==> config.mk <==
export PLATFORM = sky130hd
export DESIGN_NAME = axis_iter_div_flat
export DESIGN_NICKNAME = d
export VERILOG_FILES = /design/src/rtl/axis_iter_div_pkg.sv /design/src/rtl/axis_iter_div_if.sv /design/src/rtl/axis_iter_div_restore_step.sv /design/src/rtl/axis_iter_div.sv /design/src/flat_wrapper.sv
export SDC_FILE = /design/constraint.sdc
export NUM_CORES = 1
export LEC_CHECK = 0
export BUFFER_PORTS_ARGS = -buffer_cell sky130_fd_sc_hd__buf_2
export CELL_PAD_IN_SITES_DETAIL_PLACEMENT = 1
export CELL_PAD_IN_SITES_GLOBAL_PLACEMENT = 1
export CORE_MARGIN = 2
export CORE_UTILIZATION = 25
export DETAILED_ROUTE_END_ITERATION = 12
export GPL_ROUTABILITY_DRIVEN = 0
export PLACE_DENSITY_LB_ADDON = 0.08
export SYNTH_ARGS = -nofsm -noshare
export SYNTH_HDL_FRONTEND = slang
export SYNTH_HIERARCHICAL = 1
export SYNTH_SLANG_ARGS = --single-unit
==> constraint.sdc <==
create_clock -name clk -period 3.9 [get_ports clk]
set_clock_uncertainty 0.15 [all_clocks]
set_input_delay 0.39 -clock clk [delete_from_list [all_inputs] [get_ports clk]]
set_output_delay 0.39 -clock clk [all_outputs]
set_load 0.01 [all_outputs]
==> src/rtl/axis_iter_div_pkg.sv <==
// Shared constants for the iterative divider: the default operand width,
// the FSM state encoding and the field positions inside m_axis_dout_tdata.
package axis_iter_div_pkg;

  localparam int unsigned DIV_W = 32;

  // Plain 2-bit constants so that legacy code can compare against them directly.
  typedef logic [1:0] state_t;
  localparam state_t ST_IDLE = 2'd0;
  localparam state_t ST_RUN  = 2'd1;
  localparam state_t ST_FIX  = 2'd2;
  localparam state_t ST_DONE = 2'd3;

  // Result layout: {quotient, remainder}.
  localparam int unsigned QUO_HI = 2 * DIV_W - 1;
  localparam int unsigned QUO_LO = DIV_W;
  localparam int unsigned REM_HI = DIV_W - 1;
  localparam int unsigned REM_LO = 0;

endpackage

==> src/rtl/axis_iter_div_if.sv <==
// Stream bundle between the ALU divide request logic and axis_iter_div.
//   s_axis_dividend_* : dividend operand channel (tdata/tvalid in, tready out)
//   s_axis_divisor_*  : divisor operand channel  (tdata/tvalid in, tready out)
//   m_axis_dout_*     : {quotient, remainder} result, tvalid is a one-cycle pulse
// Modports: slave = divider side, master = requester side.
interface axis_iter_div_if
  import axis_iter_div_pkg::*;
#(
  parameter int unsigned WIDTH = DIV_W
);

  logic [WIDTH-1:0]   s_axis_dividend_tdata;
  logic               s_axis_dividend_tvalid;
  logic               s_axis_dividend_tready;
  logic [WIDTH-1:0]   s_axis_divisor_tdata;
  logic               s_axis_divisor_tvalid;
  logic               s_axis_divisor_tready;
  logic [2*WIDTH-1:0] m_axis_dout_tdata;
  logic               m_axis_dout_tvalid;

  modport slave (
    input  s_axis_dividend_tdata, s_axis_dividend_tvalid,
    input  s_axis_divisor_tdata,  s_axis_divisor_tvalid,
    output s_axis_dividend_tready, s_axis_divisor_tready,
    output m_axis_dout_tdata, m_axis_dout_tvalid
  );

  modport master (
    output s_axis_dividend_tdata, s_axis_dividend_tvalid,
    output s_axis_divisor_tdata,  s_axis_divisor_tvalid,
    input  s_axis_dividend_tready, s_axis_divisor_tready,
    input  m_axis_dout_tdata, m_axis_dout_tvalid
  );

endinterface

==> src/rtl/axis_iter_div_restore_step.sv <==
// One radix-2 restoring division step (combinational).
//   rem_i     : current partial remainder (WIDTH+1 bits)
//   dvd_bit_i : next dividend bit, MSB first
//   dsr_i     : divisor magnitude
//   rem_o     : next partial remainder
//   q_o       : quotient bit produced by this step
module div_restore_step
  import axis_iter_div_pkg::*;
#(
  parameter int unsigned WIDTH = DIV_W
) (
  input  logic [WIDTH:0]   rem_i,
  input  logic             dvd_bit_i,
  input  logic [WIDTH-1:0] dsr_i,
  output logic [WIDTH:0]   rem_o,
  output logic             q_o
);

  logic [WIDTH+1:0] shifted;
  logic [WIDTH+1:0] diff;

  always_comb begin
    shifted = {rem_i, dvd_bit_i};
    diff    = shifted - {2'b00, dsr_i};
    // Negative difference means the trial subtraction fails: keep the shifted value.
    q_o     = ~diff[WIDTH+1];
    rem_o   = q_o ? diff[WIDTH:0] : shifted[WIDTH:0];
  end

endmodule

==> src/rtl/axis_iter_div.sv <==
// Multi-cycle radix-2 restoring divider with AXI-stream-style operand channels.
//   clk   : clock
//   reset : synchronous, active-high
//   bus   : slave side of axis_iter_div_if (dividend, divisor, dout channels)
// Timeline for a handshake at edge T: RUN for WIDTH cycles, one FIX cycle for
// sign correction / divide-by-zero, one DONE cycle with tvalid high, then IDLE.
module axis_iter_div
  import axis_iter_div_pkg::*;
#(
  parameter int unsigned WIDTH  = DIV_W,
  parameter bit          SIGNED = 1'b1
) (
  input logic             clk,
  input logic             reset,
  axis_iter_div_if.slave  bus
);

  localparam int unsigned CW = (WIDTH > 1) ? $clog2(WIDTH) : 1;
  localparam logic [CW-1:0] CNT_LAST = CW'(WIDTH - 1);

  state_t             state_q, state_d;
  logic [CW-1:0]      cnt_q, cnt_d;
  logic [WIDTH-1:0]   dvd_q, dvd_d;
  logic [WIDTH-1:0]   dsr_q, dsr_d;
  logic [WIDTH-1:0]   quo_q, quo_d;
  logic [WIDTH:0]     rem_q, rem_d;
  logic               neg_quo_q, neg_quo_d;
  logic               neg_rem_q, neg_rem_d;
  logic [2*WIDTH-1:0] tdata_q, tdata_d;
  logic               tvalid_q, tvalid_d;

  logic [WIDTH:0]     step_rem;
  logic               step_q;
  logic [WIDTH-1:0]   quo_fix, rem_base, rem_fix;

  function automatic logic [WIDTH-1:0] magnitude(input logic [WIDTH-1:0] v);
    return (SIGNED && v[WIDTH-1]) ? -v : v;
  endfunction

  div_restore_step #(.WIDTH(WIDTH)) u_step (
    .rem_i     (rem_q),
    .dvd_bit_i (dvd_q[WIDTH-1]),
    .dsr_i     (dsr_q),
    .rem_o     (step_rem),
    .q_o       (step_q)
  );

  always_comb begin
    state_d   = state_q;
    cnt_d     = cnt_q;
    dvd_d     = dvd_q;
    dsr_d     = dsr_q;
    quo_d     = quo_q;
    rem_d     = rem_q;
    neg_quo_d = neg_quo_q;
    neg_rem_d = neg_rem_q;
    tdata_d   = tdata_q;
    tvalid_d  = 1'b0;

    // A zero divisor magnitude only arises from a zero divisor.
    rem_base = (dsr_q == '0) ? dvd_q : rem_q[WIDTH-1:0];
    quo_fix  = (dsr_q == '0) ? '1 : (neg_quo_q ? -quo_q : quo_q);
    rem_fix  = neg_rem_q ? -rem_base : rem_base;

    case (state_q)
      ST_IDLE: begin
        if (bus.s_axis_dividend_tvalid && bus.s_axis_divisor_tvalid) begin
          dvd_d     = magnitude(bus.s_axis_dividend_tdata);
          dsr_d     = magnitude(bus.s_axis_divisor_tdata);
          quo_d     = '0;
          rem_d     = '0;
          cnt_d     = '0;
          neg_quo_d = SIGNED && (bus.s_axis_dividend_tdata[WIDTH-1] ^
                                 bus.s_axis_divisor_tdata[WIDTH-1]);
          neg_rem_d = SIGNED && bus.s_axis_dividend_tdata[WIDTH-1];
          state_d   = ST_RUN;
        end
      end
      ST_RUN: begin
        rem_d = step_rem;
        quo_d = {quo_q[WIDTH-2:0], step_q};
        // Rotate rather than shift: after WIDTH steps the dividend magnitude is
        // back in place and serves as the remainder for divide-by-zero.
        dvd_d = {dvd_q[WIDTH-2:0], dvd_q[WIDTH-1]};
        cnt_d = cnt_q + CW'(1);
        if (cnt_q == CNT_LAST) begin
          cnt_d   = '0;
          state_d = ST_FIX;
        end
      end
      ST_FIX: begin
        tdata_d  = {quo_fix, rem_fix};
        tvalid_d = 1'b1;
        state_d  = ST_DONE;
      end
      ST_DONE: begin
        state_d = ST_IDLE;
      end
      default: begin
        state_d = ST_IDLE;
      end
    endcase
  end

  always_ff @(posedge clk) begin
    if (reset) begin
      state_q   <= ST_IDLE;
      cnt_q     <= '0;
      dvd_q     <= '0;
      dsr_q     <= '0;
      quo_q     <= '0;
      rem_q     <= '0;
      neg_quo_q <= 1'b0;
      neg_rem_q <= 1'b0;
      tdata_q   <= '0;
      tvalid_q  <= 1'b0;
    end else begin
      state_q   <= state_d;
      cnt_q     <= cnt_d;
      dvd_q     <= dvd_d;
      dsr_q     <= dsr_d;
      quo_q     <= quo_d;
      rem_q     <= rem_d;
      neg_quo_q <= neg_quo_d;
      neg_rem_q <= neg_rem_d;
      tdata_q   <= tdata_d;
      tvalid_q  <= tvalid_d;
    end
  end

  assign bus.s_axis_dividend_tready = (state_q == ST_IDLE);
  assign bus.s_axis_divisor_tready  = (state_q == ST_IDLE);
  assign bus.m_axis_dout_tdata      = tdata_q;
  assign bus.m_axis_dout_tvalid     = tvalid_q;

endmodule

==> src/flat_wrapper.sv <==
// flat-port wrapper written by rule: the top's interface ports become plain ports
module axis_iter_div_flat import axis_iter_div_pkg::*;
#(
  parameter int unsigned WIDTH  = DIV_W,
  parameter bit          SIGNED = 1'b1
)
  (clk, reset, bus_s_axis_dividend_tdata, bus_s_axis_dividend_tvalid, bus_s_axis_divisor_tdata, bus_s_axis_divisor_tvalid, bus_s_axis_dividend_tready, bus_s_axis_divisor_tready, bus_m_axis_dout_tdata, bus_m_axis_dout_tvalid);
  axis_iter_div_if #(.WIDTH(WIDTH)) bus_i ();
  input logic clk;
  input logic reset;
  input wire logic [$bits(bus_i.s_axis_dividend_tdata)-1:0] bus_s_axis_dividend_tdata;
  input wire logic [$bits(bus_i.s_axis_dividend_tvalid)-1:0] bus_s_axis_dividend_tvalid;
  input wire logic [$bits(bus_i.s_axis_divisor_tdata)-1:0] bus_s_axis_divisor_tdata;
  input wire logic [$bits(bus_i.s_axis_divisor_tvalid)-1:0] bus_s_axis_divisor_tvalid;
  output wire logic [$bits(bus_i.s_axis_dividend_tready)-1:0] bus_s_axis_dividend_tready;
  output wire logic [$bits(bus_i.s_axis_divisor_tready)-1:0] bus_s_axis_divisor_tready;
  output wire logic [$bits(bus_i.m_axis_dout_tdata)-1:0] bus_m_axis_dout_tdata;
  output wire logic [$bits(bus_i.m_axis_dout_tvalid)-1:0] bus_m_axis_dout_tvalid;
  assign bus_i.s_axis_dividend_tdata = bus_s_axis_dividend_tdata;
  assign bus_i.s_axis_dividend_tvalid = bus_s_axis_dividend_tvalid;
  assign bus_i.s_axis_divisor_tdata = bus_s_axis_divisor_tdata;
  assign bus_i.s_axis_divisor_tvalid = bus_s_axis_divisor_tvalid;
  assign bus_s_axis_dividend_tready = bus_i.s_axis_dividend_tready;
  assign bus_s_axis_divisor_tready = bus_i.s_axis_divisor_tready;
  assign bus_m_axis_dout_tdata = bus_i.m_axis_dout_tdata;
  assign bus_m_axis_dout_tvalid = bus_i.m_axis_dout_tvalid;
  axis_iter_div #(.WIDTH(WIDTH), .SIGNED(SIGNED)) u_core (.clk(clk), .reset(reset), .bus(bus_i));
endmodule
Word-level counts from Yosys, hierarchy flattened
Cells that the tools add are included.
{"block": "classes", "add_sub_neg": 6, "n_eq_ne": 6, "muxes": 20, "bitwise": 2, "reduce_logical": 7}
{"operator": "$mux 32", "n": 8}
{"operator": "$neg 32->32", "n": 4}
{"operator": "$pmux 32 s2", "n": 2}
{"operator": "$mux 33", "n": 2}
{"operator": "$pmux 33 s2", "n": 1}
{"operator": "$sub 34x32->34", "n": 1}
{"operator": "$logic_not 32->1", "n": 1}
{"operator": "$mux 5", "n": 2}
{"operator": "$pmux 5 s2", "n": 1}
{"operator": "$pmux 2 s4", "n": 1}
{"operator": "$reduce_and 2->1", "n": 3}
{"operator": "$add 5x1->5 const B", "n": 1}
{"operator": "$eq 5x5->1 const B", "n": 1}
{"operator": "$eq 2x2->1 const B", "n": 2}
{"operator": "$mux 2", "n": 2}
{"operator": "$ne 2x1->1 const B", "n": 2}
{"operator": "$eq 2x1->1 const B", "n": 1}
{"operator": "$logic_not 2->1", "n": 1}
{"operator": "$reduce_bool 2->1", "n": 1}
{"operator": "$logic_and 1x1->1", "n": 1}
{"operator": "$mux 1", "n": 1}
{"operator": "$not 1->1", "n": 1}
{"operator": "$xor 1x1->1", "n": 1}
{"block": "word_totals", "reg_bits": 203, "in_bits": 68, "output_inout_bits": 67, "elab_cells": 51}

Logic depth before layout (Yosys ltp)
Gate-level depths: netlist of run 1.
{"block": "depth", "word_depth": 4, "mapped_depth": 16, "mapped_depth_nobuf": 14}

Hierarchy
Netlist of run 1, hierarchy kept.
{"module": "axis_iter_div", "instances": 1, "cells_each": 1305, "area_per_inst_um2": 10736.5, "seq_area_each_um2": 4063.9}
{"module": "div_restore_step", "instances": 1, "cells_each": 306, "area_per_inst_um2": 2213.4, "seq_area_each_um2": 0.0}

Worst setup path before layout of run 1
No wires, ideal clock.
{"block": "synth_path", "path_type": "reg-to-reg", "from": "reg u_core.dsr_q[23]", "to": "reg u_core.tdata_q[30] (netlist: u_core/bus.m_axis_dout_tdata[30])", "setup_ps": 86, "t_arrival_ps": 3970, "required_time_ps": 3664, "slack_ps": -305, "stages_incl_launch_ff": 16, "n_path_buf": 3, "period_less_slack_ps": 4205, "path_cell_list": "dfxtp_1 > nor4_1 > nand4_1 > or2_2 > clkbuf_1 > buf_1 > clkbuf_1 > mux2i_1 > ha_1 > or3b_2 > or4_1 > nor4_1 > a21oi_1 > o31ai_1 > xnor2_1 > a211oi_1"}
{"block": "synth_between", "elab_chain_len": 4}
{"element": "start, declared", "line": "axis_iter_div.sv:24", "rtl": "logic [WIDTH-1:0] dsr_q, dsr_d;"}
{"element": "start signal, assigned", "line": "axis_iter_div.sv:121", "rtl": "dsr_q <= dsr_d;"}
{"element": "$logic_not 32->1 *", "line": "axis_iter_div.sv:61", "rtl": "rem_base = (dsr_q == '0) ? dvd_q : rem_q[WIDTH-1:0];"}
{"element": "$mux 32 *", "line": "axis_iter_div.sv:61"}
{"element": "$neg 32->32", "line": "axis_iter_div.sv:63", "rtl": "rem_fix = neg_rem_q ? -rem_base : rem_base;"}
{"element": "$mux 32 *", "line": "axis_iter_div.sv:63"}
{"element": "end signal, assigned", "line": "axis_iter_div.sv:126", "rtl": "tdata_q <= tdata_d;"}
{"element": "end, declared", "line": "axis_iter_div.sv:29", "rtl": "logic [2*WIDTH-1:0] tdata_q, tdata_d;"}
Every way passes the cells marked *; elsewhere a longest branch is shown, timed or not.
A chain may end at the register's enable or synchronous reset.

Final worst setup path of run 1
{"block": "layout_path", "from": "reg u_core.dsr_q[7]", "to": "reg u_core.rem_q[24]"}
{"block": "layout_between", "elab_chain_len": 3}
{"element": "$sub 34x32->34", "line": "axis_iter_div_restore_step.sv:24", "rtl": "diff = shifted - {2'b00, dsr_i};"}
{"element": "$mux 33", "line": "axis_iter_div_restore_step.sv:27", "rtl": "rem_o = q_o ? diff[WIDTH:0] : shifted[WIDTH:0];"}
{"element": "named net u_core.step_rem[24]", "line": "axis_iter_div.sv:32", "rtl": "logic [WIDTH:0] step_rem;"}
{"element": "$pmux 33 s2", "line": "axis_iter_div.sv:65", "rtl": "case (state_q)"}
{"element": "end signal, assigned", "line": "axis_iter_div.sv:123", "rtl": "rem_q <= rem_d;"}
{"element": "end, declared", "line": "axis_iter_div.sv:26", "rtl": "logic [WIDTH:0] rem_q, rem_d;"}
The timed path passes the listed nets, and every way through them passes these cells.

==> impl_metrics.tcl, run 1 <==
set metrics [dict create \
    ys.warnings.count 6 \
    leakage_uw 0.006478 \
    syn_avg_cell_area_um2 8.038 \
    clk_pin_slew_worst_paths_ns 0.06 \
    synth-seq-area-share 0.3138 \
    worstPathArrival_ns 4.01 \
    synth_edf_count 0 \
    hold_depth 3 \
    worstPathRequired_ns 4.17 \
    grt_max_degree 76 \
    async_reset_ff_frac 0 \
    synthTopCellsByCount "dfxtp_1 (203), nor2_1 (201), nand2_1 (117), clkbuf_1 (98), a21oi_1 (80)" \
    start_util 0.2524 \
    drt-total-wl_um 46290 \
    synthTopCellsByArea "dfxtp_1 (31%), nor2_1 (5.8%), xor2_1 (5.1%)" \
    timing.final.crit_share 0.9595 \
    drcViolationCount 0 \
    pin_count 135 \
    drv_cap 0 \
    synth_top_flop_cell "dfxtp_1" \
    synth_top_area_frac 0.3138 \
    overflow 0 \
    nets 1859 \
    grt_pass1_wl_um 72620 \
    grt_pass1_vias 12450 \
    synth_seq_cells 203 \
    die_x_um 231.6 \
    hold_slack_ns 0.04498 \
    clock-root-buffer "clkbuf_16" \
    place_hpwl_um 33890 \
    antenna_found_initial 1 \
    design_area_um2 15770 \
    grt_usage 0.1678 \
    vias 12340 \
    yosysMostFrequentCell "dfxtp_1" \
    synth_cells 1611 \
    cts_buffers 26 \
    cts_tree "yes" \
    fin_ws_ns 0.1579 \
    cts_sinks 203 \
    cts_max_path_buffers 3 \
    synth.largest_area_cell "dfxtp_1" \
    die-height_um 231.6 \
    vias_per_cell 5.047 \
    rows 83 \
    slew_violations 0 \
    peakVddDrop_mv 0.3644 \
    syn_to_final_growth_pct 21.81 \
    htreeDepth 1 \
    dr.pass1.iters 5 \
    crit_type "reg -> reg" \
    end_kind "flip-flop" \
    n_antenna_cell 0 \
    instances_no_fill 2446 \
    ys_types 76 \
    io_buffer_count 134 \
    period_needed_ns 3.742 \
    p_total_uw 8627 \
    crit_path_start_kind "flip-flop" \
    wl_per_cell_um 18.92 \
    slew_headroom 0.2920 \
    max_freq_ghz 0.2672 \
    dieArea_um2 53640 \
    powerDensity_nw_per_um2 546.9 \
    syn_area_um2 12950 \
    synth_nets 1721 \
    reg2reg_depth 15 \
    worstMarginPinSlew_ns 1.062 \
    clk_latency_ns 0.56 \
    crit_path_max_fanout 16 \
    finalSetupViolCount 0 \
    drive_gt1_frac 0.1784 \
    status "finished, final reports clean" \
    hold_class "in -> reg" \
    numPlacedInstances 2389 \
    hold_viol_final 0 \
    pre_cts_ws_ns -0.01475 \
    drt-initial-drc-count 544 \
    dpl_cell_area_um2 14720 \
    core_area_um2 51300 \
    drtAntennaViolNets 0 \
]
[registers in the layout, indices dropped and copies added, names as in the netlist]
signal	cells
u_core/bus.m_axis_dout_tdata	64
u_core/rem_q	33
u_core/dsr_q	32
u_core/dvd_q	32
u_core/quo_q	32
u_core/cnt_q	5
u_core/state_q	2
u_core/bus.m_axis_dout_tvalid	1
u_core/neg_quo_q	1
u_core/neg_rem_q	1
[power by group]
group | leakage, µW | internal [µW] | switching [µW] | total (µW)
logic | 0.00443 | 1490 | 2180 | 3670
clock network | 0.000400 | 1330 | 967 | 2300
registers | 0.00165 | 2360 | 302 | 2660
[worst max-delay path, cell delays in order, from the launching register on]
cell and delay [ns]:
dfxtp_1 0.34, buf_4 0.12, inv_1 0.03, ha_2 0.39, a21oi_1 0.09, or3_1 0.39
a21oi_2 0.23, o31ai_1 0.14, and3_4 0.23, o31ai_4 0.32, xor2_4 0.24, buf_12 0.15
clkbuf_16 0.18, mux2_1 0.34, a22oi_1 0.18, nor2_1 0.06
[per-layer routing]
layer | wire [µm] | GRT usage | part of all wire | vias up
met5 | 0 | 0 | 0 | -
met4 | 786 | 0.03726 | 0.017 | 0
met3 | 1442 | 0.01895 | 0.031 | 45
met2 | 20010 | 0.2580 | 0.43 | 175
met1 | 24050 | 0.2491 | 0.52 | 5964
li1 | - | - | - | 6160
[layout by cell type (no fill, tap or decap), types with 27 or more instances in the layout]
| master | netlist | layout |
|---|---|---|
| a211oi_1 | 55 | 55 |
| a21oi_1 | 80 | 77 |
| a22oi_1 | 67 | 67 |
| buf_2 | 0 | 133 |
| buf_4 | 4 | 79 |
| clkbuf_16 | 0 | 28 |
| dfxtp_1 | 203 | 202 |
| ha_1 | 41 | 34 |
| inv_1 | 54 | 54 |
| mux2i_1 | 54 | 53 |
| nand2_1 | 117 | 117 |
| nor2_1 | 201 | 201 |
| o21ai_0 | 78 | 77 |
| o22ai_1 | 27 | 27 |
| o31ai_1 | 39 | 38 |
| xnor2_1 | 62 | 62 |
| xor2_1 | 75 | 74 |
[final cells by class]
cell class / count / area [µm²]
multi-input combinational: 1242 / 8428
sequential: 203 / 4065
tap: 680 / 850.8
inverter: 54 / 202.7
clock inverter: 8 / 53.80
fill: 6172 / 35530
timing repair buffer: 222 / 1421
clock buffer: 37 / 752.0
[through the flow]
| step | setup TNS [ns] | util |
|---|---|---|
| floorplan | 0 | - |
| finish | 0 | 0.3075 |
| detailed placement | -0.01475 | 0.2868 |
| global route | -0.01312 | 0.3075 |
| CTS | 0 | 0.3033 |
| global placement | 0 | 0.2868 |
[timing repair]
item	CTS	global route
endpoints found under the hold margin	3	0
pin swaps	0	7
hold buffers	3	0
gates cloned	0	3
setup buffers	0	6
endpoints found under the setup margin	2	18
resized for setup	1	18
[logic make-up after synthesis]
group	Yosys count	share of synthesized area
adder cells (fa/ha/maj)	42	0.04116
buffers and inverters	166	0.04985
multiplexers	81	0.06783
AND/OR/NAND/NOR	519	0.1929
XOR/XNOR	137	0.09266
flip-flops	203	0.3138
AO/OA/AOI/OAI	463	0.2417
[path summary, 6_finish.rpt]
check / start / slack, ns / to
setup reg to reg: u_core/dsr_q[7]$_SDFFE_PP0P_ / 0.16 / u_core/rem_q[24]$_SDFFE_PP0P_
setup / recovery: u_core/dsr_q[7]$_SDFFE_PP0P_ / 0.16 / u_core/rem_q[24]$_SDFFE_PP0P_
hold reg to reg: u_core/bus.m_axis_dout_tdata[7]$_SDFFE_PP0P_ / 0.33 / u_core/bus.m_axis_dout_tdata[7]$_SDFFE_PP0P_
hold / removal: bus_s_axis_dividend_tdata[30] / 0.04 / u_core/dvd_q[30]$_SDFFE_PP0P_
(Power assumes the default switching activity.)
==> run 2, diff against run 1 <==
--- a/config.mk
+++ b/config.mk
@@ -13,6 +13,7 @@
 export DETAILED_ROUTE_END_ITERATION = 12
 export GPL_ROUTABILITY_DRIVEN = 0
 export PLACE_DENSITY_LB_ADDON = 0.08
+export RECOVER_POWER = 50
 export SYNTH_ARGS = -nofsm -noshare
 export SYNTH_HDL_FRONTEND = slang
 export SYNTH_HIERARCHICAL = 1
==> impl_metrics.tcl, run 2 (synthesized netlist as in run 1, its figures left out) <==
set metrics [dict create \
    slew_headroom -0.1085 \
    pin_count 135 \
    fin_ws_ns 0.1592 \
    drt-total-wl_um 46420 \
    hp-start "bus_s_axis_dividend_tdata[30]" \
    dieArea_um2 53640 \
    largest_reg_flops 64 \
    peakVddDrop_mv 0.3649 \
    vias 12340 \
    dr.pass1.iters 4 \
    cts_tree "yes" \
    fillers 6197 \
    cts_buffers 26 \
    rrSetupSlack_ns 0.16 \
    hold_class "in -> reg" \
    slew_violations 32 \
    multi_input_comb_area_um2 8416 \
    place_hpwl_um 33890 \
    drt-initial-drc-count 563 \
    leakage_uw 0.006178 \
    grt_pass1_vias 12450 \
    grt_pass1_wl_um 72620 \
    io_buffer_count 134 \
    end_kind "flip-flop" \
    clk_latency_ns 0.56 \
    nets 1859 \
    layout_commonest_cell "dfxtp_1" \
    drv_cap 1 \
    vias_per_cell 5.043 \
    wl_per_cell_um 18.98 \
    final_cell_mix "dfxtp_1 (202), nor2_1 (201), nand2_1 (117), o21ai_0 (78), a21oi_1 (77)" \
    seq_area_um2 4065 \
    drcViolationCount 0 \
    cts_max_path_buffers 3 \
    reg2reg_to "u_core/rem_q[24]$_SDFFE_PP0P_" \
    timing.final.crit_share 0.9592 \
    drive_gt1_frac 0.1370 \
    die_x_um 231.6 \
    die-height_um 231.6 \
    period_needed_ns 3.741 \
    clk_pin_slew_worst_paths_ns 0.06 \
    worstMarginPinSlew_ns 1.663 \
    holdPathEnd "u_core/dvd_q[30]$_SDFFE_PP0P_" \
    hold_viol_final 0 \
    dpl_cell_area_um2 14720 \
    drtAntennaViolNets 0 \
    rows 83 \
    crit-reg2reg-launch "u_core/dsr_q[7]$_SDFFE_PP0P_" \
    utilization 0.3054 \
    status "complete, but fails checks" \
    syn_to_final_growth_pct 20.98 \
    cts_sinks 203 \
    pre_cts_ws_ns -0.01475 \
    violations "max-capacitance violations, max-slew violations" \
    htreeDepth 1 \
    reg2reg_depth 15 \
    design_area_um2 15670 \
    crit_type "reg -> reg" \
    powerDensity_nw_per_um2 548.9 \
    antenna_found_initial 1 \
    clock-root-buffer "clkbuf_16" \
    finalSetupViolCount 0 \
    max_freq_ghz 0.2673 \
    n_antenna_cell 0 \
    grt_usage 0.1678 \
    worstPathArrival_ns 4.01 \
    p_total_uw 8599 \
    start_util 0.2524 \
    hold_depth 3 \
    worstPathRequired_ns 4.17 \
    overflow 0 \
    grt_max_degree 76 \
    core_area_um2 51300 \
    crit_path_start_kind "flip-flop" \
    crit_path_max_fanout 16 \
]
run 2: worst max-delay path: stages, from the launching register on:
cell and delay (ns):
dfxtp_1 0.34, buf_4 0.12, inv_1 0.03, ha_2 0.39, a21oi_1 0.09, or3_1 0.39
a21oi_2 0.23, o31ai_1 0.14, and3_4 0.23, o31ai_4 0.32, xor2_4 0.24, buf_12 0.15
clkbuf_16 0.18, mux2_1 0.34, a22oi_1 0.18, nor2_1 0.06
run 2: metal layers:
layer | GRT usage | vias to the layer above | routed length, µm
met1 | 0.2491 | 5955 | 24280
met3 | 0.01895 | 45 | 1378
li1 | - | 6159 | -
met5 | 0 | - | 0
met4 | 0.03726 | 0 | 783
met2 | 0.2580 | 176 | 19970
run 2: final cells by class:
class,instances,share of cell area
multi-input cells,1242,0.5372
flip-flops and latches,203,0.2595
repair buffers,222,0.08466
well taps,680,0.05431
clock buffers,37,0.04800
inverters,54,0.01294
clock inverters,8,0.003434
run 2: where the power goes:
part	total, µW	internal [µW]	switching (µW)
Sequential	2670	2360	307
Clock	2300	1330	971
Combinational	3630	1450	2180
Total	8600	5150	3450
run 2: worst max path at each step:
stage | depth (start not counted) | to | start | slack [ns]
6_report | 15 | u_core/rem_q[24]$_SDFFE_PP0P_ | u_core/dsr_q[7]$_SDFFE_PP0P_ | 0.16
4_1_cts | 13 | u_core/bus.m_axis_dout_tdata[26]$_SDFFE_PP0P_ | u_core/dsr_q[6]$_SDFFE_PP0P_ | 0.05
2_1_floorplan | 15 | u_core/bus.m_axis_dout_tdata[30]$_SDFFE_PP0P_ | u_core/dsr_q[10]$_SDFFE_PP0P_ | 0.01
3_5_place_dp | 12 | u_core/bus.m_axis_dout_tdata[30]$_SDFFE_PP0P_ | u_core/dsr_q[22]$_SDFFE_PP0P_ | -0.01
5_1_grt | 14 | u_core/rem_q[17]$_SDFFE_PP0P_ | u_core/dsr_q[12]$_SDFFE_PP0P_ | -0.01
3_3_place_gp | 13 | u_core/bus.m_axis_dout_tdata[26]$_SDFFE_PP0P_ | u_core/dsr_q[22]$_SDFFE_PP0P_ | 0.11
run 2: per-stage QoR:
stage	TNS, ns	hold WS, ns	std cells
floorplan	0	0.2945	1611
global placement	0	0.3098	2389
finish	0	0.04223	2446
detailed placement	-0.01475	0.3237	2389
CTS	0	0.0002190	2437
global route	-0.01312	0.05439	2446
run 2: timing repair:
action	in CTS	in global routing
cloned	0	3
hold buffers	3	0
gates resized for setup	1	18
buffers inserted	0	6
endpoints found under the hold margin	3	0
pin swaps	0	7
setup endpoints to repair	2	18
==> run 3, diff against run 2 <==
--- a/config.mk
+++ b/config.mk
@@ -6,7 +6,7 @@
 export NUM_CORES = 1
 export LEC_CHECK = 0
 export BUFFER_PORTS_ARGS = -buffer_cell sky130_fd_sc_hd__buf_2
-export CELL_PAD_IN_SITES_DETAIL_PLACEMENT = 1
+export CELL_PAD_IN_SITES_DETAIL_PLACEMENT = 0
 export CELL_PAD_IN_SITES_GLOBAL_PLACEMENT = 1
 export CORE_MARGIN = 2
 export CORE_UTILIZATION = 25
==> impl_metrics.tcl, run 3 (synthesized netlist as in run 1, its figures left out) <==
set metrics [dict create \
    status "complete, but fails checks" \
    violations "max-capacitance violations, max-slew violations" \
    pin_count 135 \
    cpPeakStageDelay_ns 0.40 \
    slew_headroom -0.02849 \
    dr.pass1.iters 4 \
    grt_pass1_vias 11720 \
    p_clk_frac 0.291 \
    syn_to_final_growth_pct 21.12 \
    worst_path_dominant_cell_family "simple AND/OR/NAND/NOR gates" \
    dieArea_um2 53640 \
    grtUsageMet1 0.2440 \
    reg2reg_depth 14 \
    fillers 5590 \
    layout_commonest_cell "dfxtp_1" \
    clk_pin_slew_worst_paths_ns 0.07 \
    final_cell_mix "dfxtp_1 (203), nor2_1 (201), nand2_1 (117), o21ai_0 (78)" \
    timing.final.crit_share 0.9574 \
    worstPathRequired_ns 4.17 \
    hold_depth 3 \
    crit-reg2reg-launch "u_core/dsr_q[9]$_SDFFE_PP0P_" \
    drtAntennaViolNets 0 \
    cts_tree "yes" \
    cts_max_path_buffers 3 \
    max_freq_ghz 0.2678 \
    period_needed_ns 3.734 \
    rrSetupSlack_ns 0.17 \
    cts_buffers 26 \
    crit_type "reg -> reg" \
    end_kind "flip-flop" \
    vias_per_cell 4.967 \
    drt-total-wl_um 44730 \
    crit_path_max_fanout 19 \
    overflow 0 \
    crit_path_start_kind "flip-flop" \
    clock-root-buffer "clkbuf_16" \
    numPlacedInstances 2389 \
    nets 1855 \
    worst-path-buf-inv 3 \
    powerDensity_nw_per_um2 559.4 \
    cp.depth 14 \
    switching_share 0.3903 \
    worstMarginPinSlew_ns 1.543 \
    start_util 0.2524 \
    drv_cap 2 \
    rows 83 \
    htreeDepth 1 \
    place_hpwl_um 32550 \
    io_buffer_count 134 \
    die-height_um 231.6 \
    antenna_found_initial 2 \
    hold_class "in -> reg" \
    grt_usage 0.1621 \
    cts_sinks 203 \
    die_x_um 231.6 \
    top_usage_layer "met2" \
    core_area_um2 51300 \
    instances_no_fill 2441 \
    drcViolationCount 0 \
    vias 12120 \
    combPwrFrac 0.405 \
    drt-initial-drc-count 710 \
    hp-start "bus_s_axis_dividend_tdata[30]" \
    leakage_uw 0.006177 \
    largest_reg_flops 64 \
    peakVddDrop_mv 0.3479 \
    hold_slack_ns 0.03636 \
    hold_viol_final 0 \
    reg2reg_to "u_core/rem_q[15]$_SDFFE_PP0P_" \
    worstPathArrival_ns 4.00 \
    drive_gt1_frac 0.1313 \
    grt_pass1_wl_um 69520 \
    cp_slowest_cell "or3b_1" \
    pwr-share-seq 0.304 \
    utilization 0.3057 \
    wl_per_cell_um 18.32 \
    path_cells "inv_1, ha_2, and3_1, or3b_1, a211oi_4, o31ai_1, and3_4, o31ai_4, xor2_4, buf_12, clkbuf_16, mux2_1, a22oi_1, nor2_1" \
    p_sw_uw 3424 \
    finalSetupViolCount 0 \
    gr-usage-met3 0.01612 \
    grt_use_met2 0.2466 \
    grt_max_degree 76 \
    holdPathEnd "u_core/dvd_q[30]$_SDFFE_PP0P_" \
    power.internal_uw 5349 \
    clk_latency_ns 0.56 \
    slew_violations 32 \
]
## run 3: cell type report
type	instances	area, µm²	share of cell area
multi-input cells	1242	8401	0.5356
flip-flops and latches	203	4064	0.2591
repair buffers	218	1279	0.08153
well taps	680	850.8	0.05424
clock buffers	37	742.0	0.04730
inverters	54	202.7	0.01292
clock inverters	6	143.9	0.009174
diodes	1	2.502	0.0001595
## run 3: how the worst max path moves through the flow
stage                                  startpoint                                            end  slack (ns)
floorplan           u_core/dsr_q[10]$_SDFFE_PP0P_  u_core/bus.m_axis_dout_tdata[30]$_SDFFE_PP0P_        0.01
global placement    u_core/dsr_q[22]$_SDFFE_PP0P_  u_core/bus.m_axis_dout_tdata[26]$_SDFFE_PP0P_        0.11
detailed placement  u_core/dsr_q[22]$_SDFFE_PP0P_  u_core/bus.m_axis_dout_tdata[26]$_SDFFE_PP0P_        0.04
CTS                 u_core/dsr_q[22]$_SDFFE_PP0P_  u_core/bus.m_axis_dout_tdata[26]$_SDFFE_PP0P_     0.00005
global route         u_core/dsr_q[7]$_SDFFE_PP0P_                  u_core/rem_q[12]$_SDFFE_PP0P_      -0.008
finish               u_core/dsr_q[9]$_SDFFE_PP0P_                  u_core/rem_q[15]$_SDFFE_PP0P_        0.17
## run 3: per-stage QoR
stage / setup TNS [ns] / total power, µW / setup slack [ns] / cell area [µm²]
global placement: 0 / 6217 / 0.1075 / 14720
floorplan: 0 / 4992 / 0.01027 / 13020
global route: -0.01715 / 9389 / -0.008316 / 15680
detailed placement: 0 / 6193 / 0.04427 / 14720
CTS: 0 / 8823 / 0.00005285 / 15650
finish: 0 / 8774 / 0.1661 / 15690
## run 3: what timing repair did
| item | CTS | global route |
|---|---|---|
| gates resized for setup | 1 | 14 |
| hold buffers | 4 | 0 |
| setup buffers | 0 | 2 |
| setup endpoints to repair | 1 | 8 |
| gates cloned | 0 | 2 |
| pin swaps | 1 | 9 |
| hold endpoints to repair | 4 | 0 |
## run 3: worst register-to-register path, stage by stage, from the launching register on
cell       delay (ns)
dfxtp_1          0.37
inv_1            0.10
ha_2             0.39
and3_1           0.19
or3b_1           0.40
a211oi_4         0.20
o31ai_1          0.14
and3_4           0.24
o31ai_4          0.32
xor2_4           0.20
buf_12           0.14
clkbuf_16        0.20
mux2_1           0.34
a22oi_1          0.17
nor2_1           0.06
## run 3: power groups by stage
stage | registers [µW] | clock network, µW | logic (µW)
finish | 2670 | 2550 | 3550
global route | 2710 | 2720 | 3960
CTS | 2660 | 2650 | 3520
detailed placement | 2700 | 0 | 3490
global placement | 2690 | 0 | 3520
floorplan | 2640 | 0 | 2350
## run 3: per-layer routing
| layer | part of all wire | vias up |
|---|---|---|
| li1 | - | 6150 |
| met1 | 0.52 | 5704 |
| met2 | 0.43 | 228 |
| met3 | 0.035 | 42 |
| met4 | 0.016 | 0 |
| met5 | 0 | - |
